`src/rtl/regfile_pkg.sv`:
```
// Shared definitions for the regfile sweep controller: default sizes, the
// command op encoding and the controller state encoding.
package regfile_pkg;

   localparam int DEF_WIDTH      = 32;
   localparam int DEF_N          = 32;
   localparam int DEF_ADDR_WIDTH = $clog2(DEF_N);

   typedef enum logic [1:0] {
      OP_FILL     = 2'd0,
      OP_FILL_INC = 2'd1,
      OP_COPY     = 2'd2,
      OP_DUMP     = 2'd3
   } op_e;

   typedef enum logic [2:0] {
      ST_IDLE,
      ST_FILL,
      ST_COPY,
      ST_DUMP,
      ST_DONE
   } state_e;

endpackage

```
`src/rtl/rf_addr_gen.sv`:
```
// Loadable address counter that wraps from N-1 to 0, with a remaining-element
// count so the controller knows when the current element is the final one.
module rf_addr_gen
   import regfile_pkg::*;
#(
   parameter int N          = DEF_N,
   parameter int ADDR_WIDTH = $clog2(N)
) (
   input  logic                  clk,
   input  logic                  rst_n,
   input  logic                  load_i,
   input  logic [ADDR_WIDTH-1:0] load_addr_i,
   input  logic [ADDR_WIDTH:0]   load_len_i,
   input  logic                  step_i,
   output logic [ADDR_WIDTH-1:0] addr_o,
   output logic                  last_o,
   output logic                  empty_o
);

   logic [ADDR_WIDTH-1:0] addr_q, addr_d;
   logic [ADDR_WIDTH:0]   rem_q, rem_d;

   always_comb begin
      addr_d = addr_q;
      rem_d  = rem_q;
      if (load_i) begin
         addr_d = load_addr_i;
         rem_d  = load_len_i;
      end else if (step_i && (rem_q != '0)) begin
         addr_d = (addr_q == ADDR_WIDTH'(N - 1)) ? '0 : addr_q + 1'b1;
         rem_d  = rem_q - 1'b1;
      end
   end

   always_ff @(posedge clk or negedge rst_n) begin
      if (!rst_n) begin
         addr_q <= '0;
         rem_q  <= '0;
      end else begin
         addr_q <= addr_d;
         rem_q  <= rem_d;
      end
   end

   assign addr_o  = addr_q;
   assign last_o  = (rem_q == (ADDR_WIDTH + 1)'(1));
   assign empty_o = (rem_q == '0);

endmodule

```
`src/rtl/regfile_sweep_ctrl.sv`:
```
// Bulk command initiator for one async-read / sync-write register file:
// constant fill, incrementing fill, ascending copy and streamed dump.
//
// state   | meaning
// IDLE    | cmd_ready high, waiting for a command
// FILL    | one write per cycle (constant or incrementing data)
// COPY    | read src and write dst in the same cycle, ascending
// DUMP    | stream words through a 1-deep output register
// DONE    | one-cycle done pulse, then back to IDLE
module regfile_sweep_ctrl
   import regfile_pkg::*;
#(
   parameter int WIDTH      = DEF_WIDTH,
   parameter int N          = DEF_N,
   parameter int ADDR_WIDTH = $clog2(N)
) (
   input  logic                  clk,
   input  logic                  rst_n,
   input  logic                  cmd_valid,
   output logic                  cmd_ready,
   input  logic [1:0]            cmd_op,
   input  logic [ADDR_WIDTH-1:0] cmd_base,
   input  logic [ADDR_WIDTH-1:0] cmd_dst,
   input  logic [ADDR_WIDTH:0]   cmd_len,
   input  logic [WIDTH-1:0]      cmd_data,
   output logic                  out_valid,
   input  logic                  out_ready,
   output logic [WIDTH-1:0]      out_data,
   output logic                  out_last,
   output logic                  busy,
   output logic                  done,
   output logic [ADDR_WIDTH-1:0] R_addr,
   output logic                  R_en,
   input  logic [WIDTH-1:0]      R_data,
   output logic [ADDR_WIDTH-1:0] W_addr,
   output logic                  W_en,
   output logic [WIDTH-1:0]      W_data
);

   localparam int LW = ADDR_WIDTH + 1;

   state_e                state_q, state_d;
   op_e                   op_q, op_d;
   op_e                   cmd_op_e;
   logic [WIDTH-1:0]      data_q, data_d;
   logic                  out_valid_q, out_valid_d;
   logic [WIDTH-1:0]      out_data_q, out_data_d;
   logic                  out_last_q, out_last_d;
   logic [ADDR_WIDTH-1:0] r_addr_q, w_addr_q;
   logic [LW-1:0]         len_c;
   logic                  gen_load, src_step, dst_step;
   logic [ADDR_WIDTH-1:0] src_addr, dst_addr, dst_start;
   logic                  src_last, src_empty, dst_last, dst_empty;

   assign cmd_op_e  = op_e'(cmd_op);
   assign len_c     = (cmd_len > LW'(N)) ? LW'(N) : cmd_len;
   assign dst_start = (cmd_op_e == OP_COPY) ? cmd_dst : cmd_base;

   rf_addr_gen #(.N(N), .ADDR_WIDTH(ADDR_WIDTH)) u_src_gen (
      .clk         (clk),
      .rst_n       (rst_n),
      .load_i      (gen_load),
      .load_addr_i (cmd_base),
      .load_len_i  (len_c),
      .step_i      (src_step),
      .addr_o      (src_addr),
      .last_o      (src_last),
      .empty_o     (src_empty)
   );

   rf_addr_gen #(.N(N), .ADDR_WIDTH(ADDR_WIDTH)) u_dst_gen (
      .clk         (clk),
      .rst_n       (rst_n),
      .load_i      (gen_load),
      .load_addr_i (dst_start),
      .load_len_i  (len_c),
      .step_i      (dst_step),
      .addr_o      (dst_addr),
      .last_o      (dst_last),
      .empty_o     (dst_empty)
   );

   always_comb begin
      state_d     = state_q;
      op_d        = op_q;
      data_d      = data_q;
      out_valid_d = out_valid_q;
      out_data_d  = out_data_q;
      out_last_d  = out_last_q;
      gen_load    = 1'b0;
      src_step    = 1'b0;
      dst_step    = 1'b0;
      R_en        = 1'b0;
      W_en        = 1'b0;
      W_data      = '0;
      case (state_q)
         ST_IDLE: begin
            if (cmd_valid) begin
               op_d        = cmd_op_e;
               data_d      = cmd_data;
               gen_load    = 1'b1;
               out_valid_d = 1'b0;
               out_last_d  = 1'b0;
               if (len_c == '0)                state_d = ST_DONE;
               else if (cmd_op_e == OP_COPY)   state_d = ST_COPY;
               else if (cmd_op_e == OP_DUMP)   state_d = ST_DUMP;
               else                            state_d = ST_FILL;
            end
         end
         ST_FILL: begin
            if (!dst_empty) begin
               W_en     = 1'b1;
               W_data   = data_q;
               dst_step = 1'b1;
               if (op_q == OP_FILL_INC) data_d = data_q + 1'b1;
            end
            if (dst_last || dst_empty) state_d = ST_DONE;
         end
         ST_COPY: begin
            if (!dst_empty) begin
               R_en     = 1'b1;
               W_en     = 1'b1;
               W_data   = R_data;
               src_step = 1'b1;
               dst_step = 1'b1;
            end
            if (dst_last || dst_empty) state_d = ST_DONE;
         end
         ST_DUMP: begin
            // The final handshake ends the dump; otherwise refill whenever the slot frees up.
            if (out_valid_q && out_ready && out_last_q) begin
               out_valid_d = 1'b0;
               state_d     = ST_DONE;
            end else if ((!out_valid_q || out_ready) && !src_empty) begin
               R_en        = 1'b1;
               src_step    = 1'b1;
               out_valid_d = 1'b1;
               out_data_d  = R_data;
               out_last_d  = src_last;
            end else if (out_valid_q && out_ready) begin
               out_valid_d = 1'b0;
            end
         end
         ST_DONE: state_d = ST_IDLE;
         default: state_d = ST_IDLE;
      endcase
   end

   always_ff @(posedge clk or negedge rst_n) begin
      if (!rst_n) begin
         state_q     <= ST_IDLE;
         op_q        <= OP_FILL;
         data_q      <= '0;
         out_valid_q <= 1'b0;
         out_data_q  <= '0;
         out_last_q  <= 1'b0;
         r_addr_q    <= '0;
         w_addr_q    <= '0;
      end else begin
         state_q     <= state_d;
         op_q        <= op_d;
         data_q      <= data_d;
         out_valid_q <= out_valid_d;
         out_data_q  <= out_data_d;
         out_last_q  <= out_last_d;
         r_addr_q    <= R_addr;
         w_addr_q    <= W_addr;
      end
   end

   // Addresses hold their last driven value while the port is idle.
   assign R_addr    = R_en ? src_addr : r_addr_q;
   assign W_addr    = W_en ? dst_addr : w_addr_q;
   assign cmd_ready = (state_q == ST_IDLE);
   assign busy      = (state_q != ST_IDLE);
   assign done      = (state_q == ST_DONE);
   assign out_valid = out_valid_q;
   assign out_data  = out_data_q;
   assign out_last  = out_last_q;

endmodule

```
`config.mk`:
```
export PLATFORM = sky130hd
export DESIGN_NAME = regfile_sweep_ctrl
export DESIGN_NICKNAME = d
export VERILOG_FILES = /design/src/rtl/regfile_pkg.sv /design/src/rtl/rf_addr_gen.sv /design/src/rtl/regfile_sweep_ctrl.sv
export SDC_FILE = /design/constraint.sdc
export NUM_CORES = 1
export LEC_CHECK = 0
export CORE_ASPECT_RATIO = 1.1
export CORE_MARGIN = 10
export CORE_UTILIZATION = 64
export DETAILED_ROUTE_END_ITERATION = 8
export DONT_BUFFER_PORTS = 1
export PLACE_DENSITY = 0.91
export SYNTH_ARGS = -nofsm -noshare
export SYNTH_HDL_FRONTEND = slang
export SYNTH_SLANG_ARGS = --single-unit
```
`constraint.sdc`:
```
create_clock -name clk -period 3 [get_ports clk]
set_clock_uncertainty 0.1 [all_clocks]
set_input_delay 0.45 -clock clk [delete_from_list [all_inputs] [get_ports clk]]
set_output_delay 0.45 -clock clk [all_outputs]
set_load 0.01 [all_outputs]
```
# --- Word-level counts from Yosys, hierarchy flattened ---
# Index checks and enable logic that the tools add are counted.
classes:
  n_lt_le_gt_ge: 1
  muxes: 43
  n_bitwise: 1
  n_reduce_logical: 27
  n_eq_ne: 19
  add_sub_neg: 5
ops:
  columns: ["cell", "n"]
  rows:
  - ["32-bit two-way mux", 5]
  - ["32-bit one-hot mux with 2 select lines", 2]
  - ["5-bit two-way mux", 9]
  - ["32-bit by 1-bit adder with 32-bit output (second input constant)", 1]
  - ["6-bit two-way mux", 5]
  - ["6-bit logical NOT", 3]
  - ["6-bit by 1-bit == test with 1-bit output (second input constant)", 2]
  - ["1-bit two-way mux", 12]
  - ["3-bit two-way mux", 4]
  - ["2-bit != test (second input constant)", 6]
  - ["6-bit nonzero test", 2]
  - ["6-bit by 1-bit subtractor with 6-bit output (second input constant)", 2]
  - ["5-bit by 1-bit adder with 5-bit output (second input constant)", 2]
  - ["5-bit == test (second input constant)", 2]
  - ["3-bit one-hot mux with 3 select lines", 1]
  - ["3-bit AND reduction", 3]
  - ["4-bit AND reduction", 2]
  - ["2-bit nonzero test", 4]
  - ["3-bit by 2-bit == test with 1-bit output (second input constant)", 2]
  - ["6-bit greater-than comparator (second input constant)", 1]
  - ["1-bit one-hot mux with 2 select lines", 3]
  - ["1-bit logical AND", 5]
  - ["2-bit == test (second input constant)", 2]
  - ["2-bit two-way mux", 2]
  - ["12 further kinds", 14]
word_totals:
  out_inout_bits: 81
  regBits: 103
  inputBits: 86
  wordCells: 108

# --- Logic depth before layout (Yosys ltp) ---
logic_depth:
  depth_word: 9
  ltp_mapped: 9
  ltp_nobuf: 7

# --- Cells and area by module ---
# A second synthesis with hierarchy kept.
hier_totals:
  hier_cells: 605
  area_unflattened_um2: 5960.7
modules_own_cells:
  columns: ["mod", "area_each_um2", "instances", "seq_area_each_um2", "cells_per_inst"]
  rows:
  - ["regfile_sweep_ctrl", 4401.7, 1, 2026.9, 435]
  - ["rf_addr_gen", 779.5, 2, 275.3, 85]

# --- Least setup slack after synthesis ---
# Ideal clock, no wire load.
synth_path:
  kind: "register to output"
  startpoint: "register state_q[2]"
  endpoint: "output port W_addr[4]"
  setup_slack_ps: 612
  n_path_buf: 3
  path_stages_with_launch: 8
  t_arrival_ps: 1838
  path_cell_list: "dfrtp_1 -> or3b_1 -> buf_2 -> a22o_1 -> buf_2 -> inv_2 -> buf_4 -> mux2_2"
synth_via:
  elab_chain_len: 4
  elab_cells_between_ends: 5
  cone_classes: "eq/ne (2); mux (2); reduce/logical (1)"
synth_lines:
  columns: ["item", "line_no", "source"]
  rows:
  - ["start, declared", "regfile_sweep_ctrl.sv:42", "state_e state_q, state_d;"]
  - ["start signal, assigned", "regfile_sweep_ctrl.sv:160", "state_q <= state_d;"]
  - ["3-bit by 2-bit == test with 1-bit output / 3-bit by 1-bit == test with 1-bit output (equally long branches)", "regfile_sweep_ctrl.sv:96", "case (state_q)"]
  - ["2-bit OR reduction (no line) *", null, null]
  - ["1-bit two-way mux *", null, null]
  - ["named net W_en", "regfile_sweep_ctrl.sv:36", "output logic W_en,"]
  - ["5-bit two-way mux *", "regfile_sweep_ctrl.sv:173", "assign W_addr = W_en ? dst_addr : w_addr_q;"]
  - ["end, declared", "regfile_sweep_ctrl.sv:35", "output logic [ADDR_WIDTH-1:0] W_addr,"]
# Mark *: on every way through the listed nets, which the timed path passes. The rest lies on a longest branch.

# --- Worst setup path in the final report ---
# Same ends and word-level chain as after synthesis.

==> reports/metrics.cfg <==
[logic_synthesis]
yosys_warnings=0
avgSynthCellArea_um2=9.75
yosysSeqAreaShare_pct=45.5
synthCells=581
netlist_area_um2=5660
synthesis.nets=677
ys_ff_latch=103
synthArstFlopShare_pct=100
yosysUniqueCellTypes=63
synth_edf_count=0
synthFlopType=dfrtp_1

[global_route]
antenna_found_initial=0
grt_max_degree=104
grt_pass1_vias=4786
grt.overflow.total=0
grtUsageTotal_pct=24.1
grt_pass1_wl_um=25200

[die]
dieArea_um2=13000
coreArea_um2=8500
start_util_pct=66.7
ios=167
die_x_um=110
die_height_um=119
num_rows=35

[setup_path]
end_kind=output pin
critPathKind=reg2out
critPathMaxFanout=12
cp-start-kind=register
worstRegToRegCells=6
timing.reg2reg.setup_slack_ps=510
reg2reg_to=data_q[19]$_DFFE_PN0P_
r2r-start=state_q[2]$_DFFE_PN0P_
cp-startpoint=state_q[2]$_DFFE_PN0P_
worstPathRequired_ps=2450
cp.arrival_ps=2300

[detailed_routing]
num_vias=4806
drcViolationCount=0
first_iter_violations=375
post_drt_wl_per_cell_um=23.7
via_per_inst=7.01
drt_wl_total_um=16300
drtPass1Iterations=5
ant_nets=0

[clock_tree]
cts_buffers=9
cts.sinks=103
cts-root-buf=clkbuf_8
cts_tree=yes
clockBufferDepth=2
clk_pin_slew_worst_paths_ps=100
clk_latency_ps=370
cts_max_level=3

[power]
powerDensity_nw_per_um2=1190
p_leak_nw=2.53
ir_drop_mv=0.837

[hold_path]
hold_class=in2reg
min_to=op_q[0]$_DFFE_PN0P_
min_from=cmd_op[0]
hold_depth=2

[cells_and_area]
post-route-util_pct=71.3
antenna_cells=0
nets=667
area_growth_pct=6.96
instances_no_fill=686
final_area_um2=6060
drive_above_1_share_pct=15.8

[sta]
drv_slew=0
period_share_pct=95.0
worst_hold_slack_ps=96.2
period_minus_slack_ps=2850
fmax_mhz=351
fin_tns_setup_ps=0
hold_viol_final=0
worst_slew_pin_slew_ps=707
rsz0062_at_grt=no
setup_violations=0
slew_headroom_pct=52.5

[placed_design]
place_area_um2=5770
dp.cells=669
hpwl_um=11800
io_buffers=0
gp_congestion=0.910

[outcome]
status=completed

[flow_run]
drv_cap=0

==> critical path: stages (launching register included) <==
cell and delay, ps:
dfrtp_1 470, or3b_1 500, a22o_2 330, inv_2 220
mux2_2 410
==> final cells by class <==
type,count,area (um2)
fillers,630,2440
multi-input cells,432,2900
clock buffers,10,138
repair buffers,15,160
clock inverters,5,106
well taps,111,139
flip-flops and latches,103,2580
inverters,10,37.5
==> how the worst max path moves through the flow <==
stage                 endpoint  cells past startpoint
floorplan            W_addr[4]                      7
global placement    W_data[23]                      3
detailed placement  W_data[23]                      5
CTS                  W_addr[4]                      4
global route         R_addr[3]                      5
finish               W_addr[4]                      4
==> power by group <==
group / switching [W] / internal, W
sequential: 0.000807 / 0.00208
combinational: 0.00190 / 0.00134
clock: 0.000480 / 0.000574
total: 0.00319 / 0.00400
==> logic make-up (layout without fill, tap and decap cells) <==
logic type                 Yosys count  after routing  synth area share, %
buffers and inverters               46             40                 3.62
muxes                               49             49                 9.59
and+or+nand+nor                    188            188                 16.9
AOI/OAI and AO/OA                  179            179                 21.3
xor gates and xnor gates             6              6                0.928
adders and majority gates           10             10                 2.21
DFF                                103            103                 45.5
==> Yosys cell counts (3+ instances only) <==
| master | count | area (um2) |
|---|---|---|
| nor3b_1 | 3 | 22.5 |
| o22a_1 | 7 | 61.3 |
| and2_1 | 7 | 43.8 |
| a211oi_1 | 6 | 45.0 |
| nor3_1 | 10 | 50.1 |
| a22oi_1 | 9 | 67.6 |
| xnor2_1 | 3 | 26.3 |
| and3_1 | 10 | 62.6 |
| dfrtp_1 | 103 | 2580 |
| nor4_1 | 3 | 18.8 |
| a22o_1 | 23 | 201 |
| o21ai_0 | 18 | 90.1 |
| xor2_1 | 3 | 26.3 |
| mux2_2 | 42 | 473 |
| a31o_2 | 5 | 43.8 |
| a21oi_1 | 56 | 280 |
| or3_1 | 6 | 37.5 |
| inv_1 | 9 | 33.8 |
| buf_4 | 4 | 30.0 |
| nor2_1 | 47 | 176 |
| buf_2 | 8 | 40.0 |
| ha_1 | 10 | 125 |
| a211oi_2 | 3 | 37.5 |
| mux2i_1 | 7 | 70.1 |
| nand3_1 | 27 | 135 |
| o221ai_1 | 3 | 26.3 |
| o22ai_1 | 8 | 50.1 |
| o211ai_1 | 4 | 30.0 |
| nand4_1 | 9 | 56.3 |
| a31oi_1 | 12 | 75.1 |
| nand2_1 | 46 | 173 |
| clkbuf_1 | 21 | 78.8 |
| nand2b_1 | 6 | 37.5 |
| o21ai_1 | 6 | 30.0 |
==> metal layers <==
layer / global-route usage (%) / part of all wire [%]
met1: 26.5 / 35
met4: 8.71 / 2.1
met3: 6.85 / 11
met2: 42.6 / 52
met5: 0 / 0
==> metrics by stage <==
stage          worst slack [ps]  total power [W]
4_1_cts                    91.5          0.00718
5_1_grt                    44.2          0.00767
2_1_floorplan               612          0.00526
3_5_place_dp                378          0.00609
3_3_place_gp                469          0.00588
6_report                    149          0.00719
==> state kept, by name (all words and copies together) (netlist names) <==
name              count
data_q               32
r_addr_q              5
op_q                  2
u_dst_gen.rem_q       6
w_addr_q              5
u_src_gen.addr_o      5
state_q               3
u_src_gen.rem_q       6
out_valid             1
u_dst_gen.addr_o      5
out_data             32
out_last              1
==> layout by cell type (no fill, tap or decap), types with 4 or more instances in the layout <==
cell,count
mux2i_1,7
nand4_1,9
o22a_1,7
nand2_1,46
nand3_1,27
a22o_1,22
or3_1,6
nor3_1,10
a31oi_1,12
nor2_1,46
o22ai_1,8
a211oi_1,6
clkbuf_8,10
inv_1,9
mux2_2,42
a31o_2,5
dfrtp_1,103
buf_4,11
and3_1,10
nand2b_1,6
o21ai_1,6
a22oi_1,9
ha_1,10
a21oi_1,56
o211ai_1,4
and2_1,7
o21ai_0,18
==> what timing repair did <==
item	4_1_cts	5_1_grt
setup endpoints to repair	20	1
gates resized for setup	1	1
setup buffers	0	0
endpoints found under the hold margin	103	0
hold buffers	2	0
No activity file was read; power rests on OpenSTA's default activity.
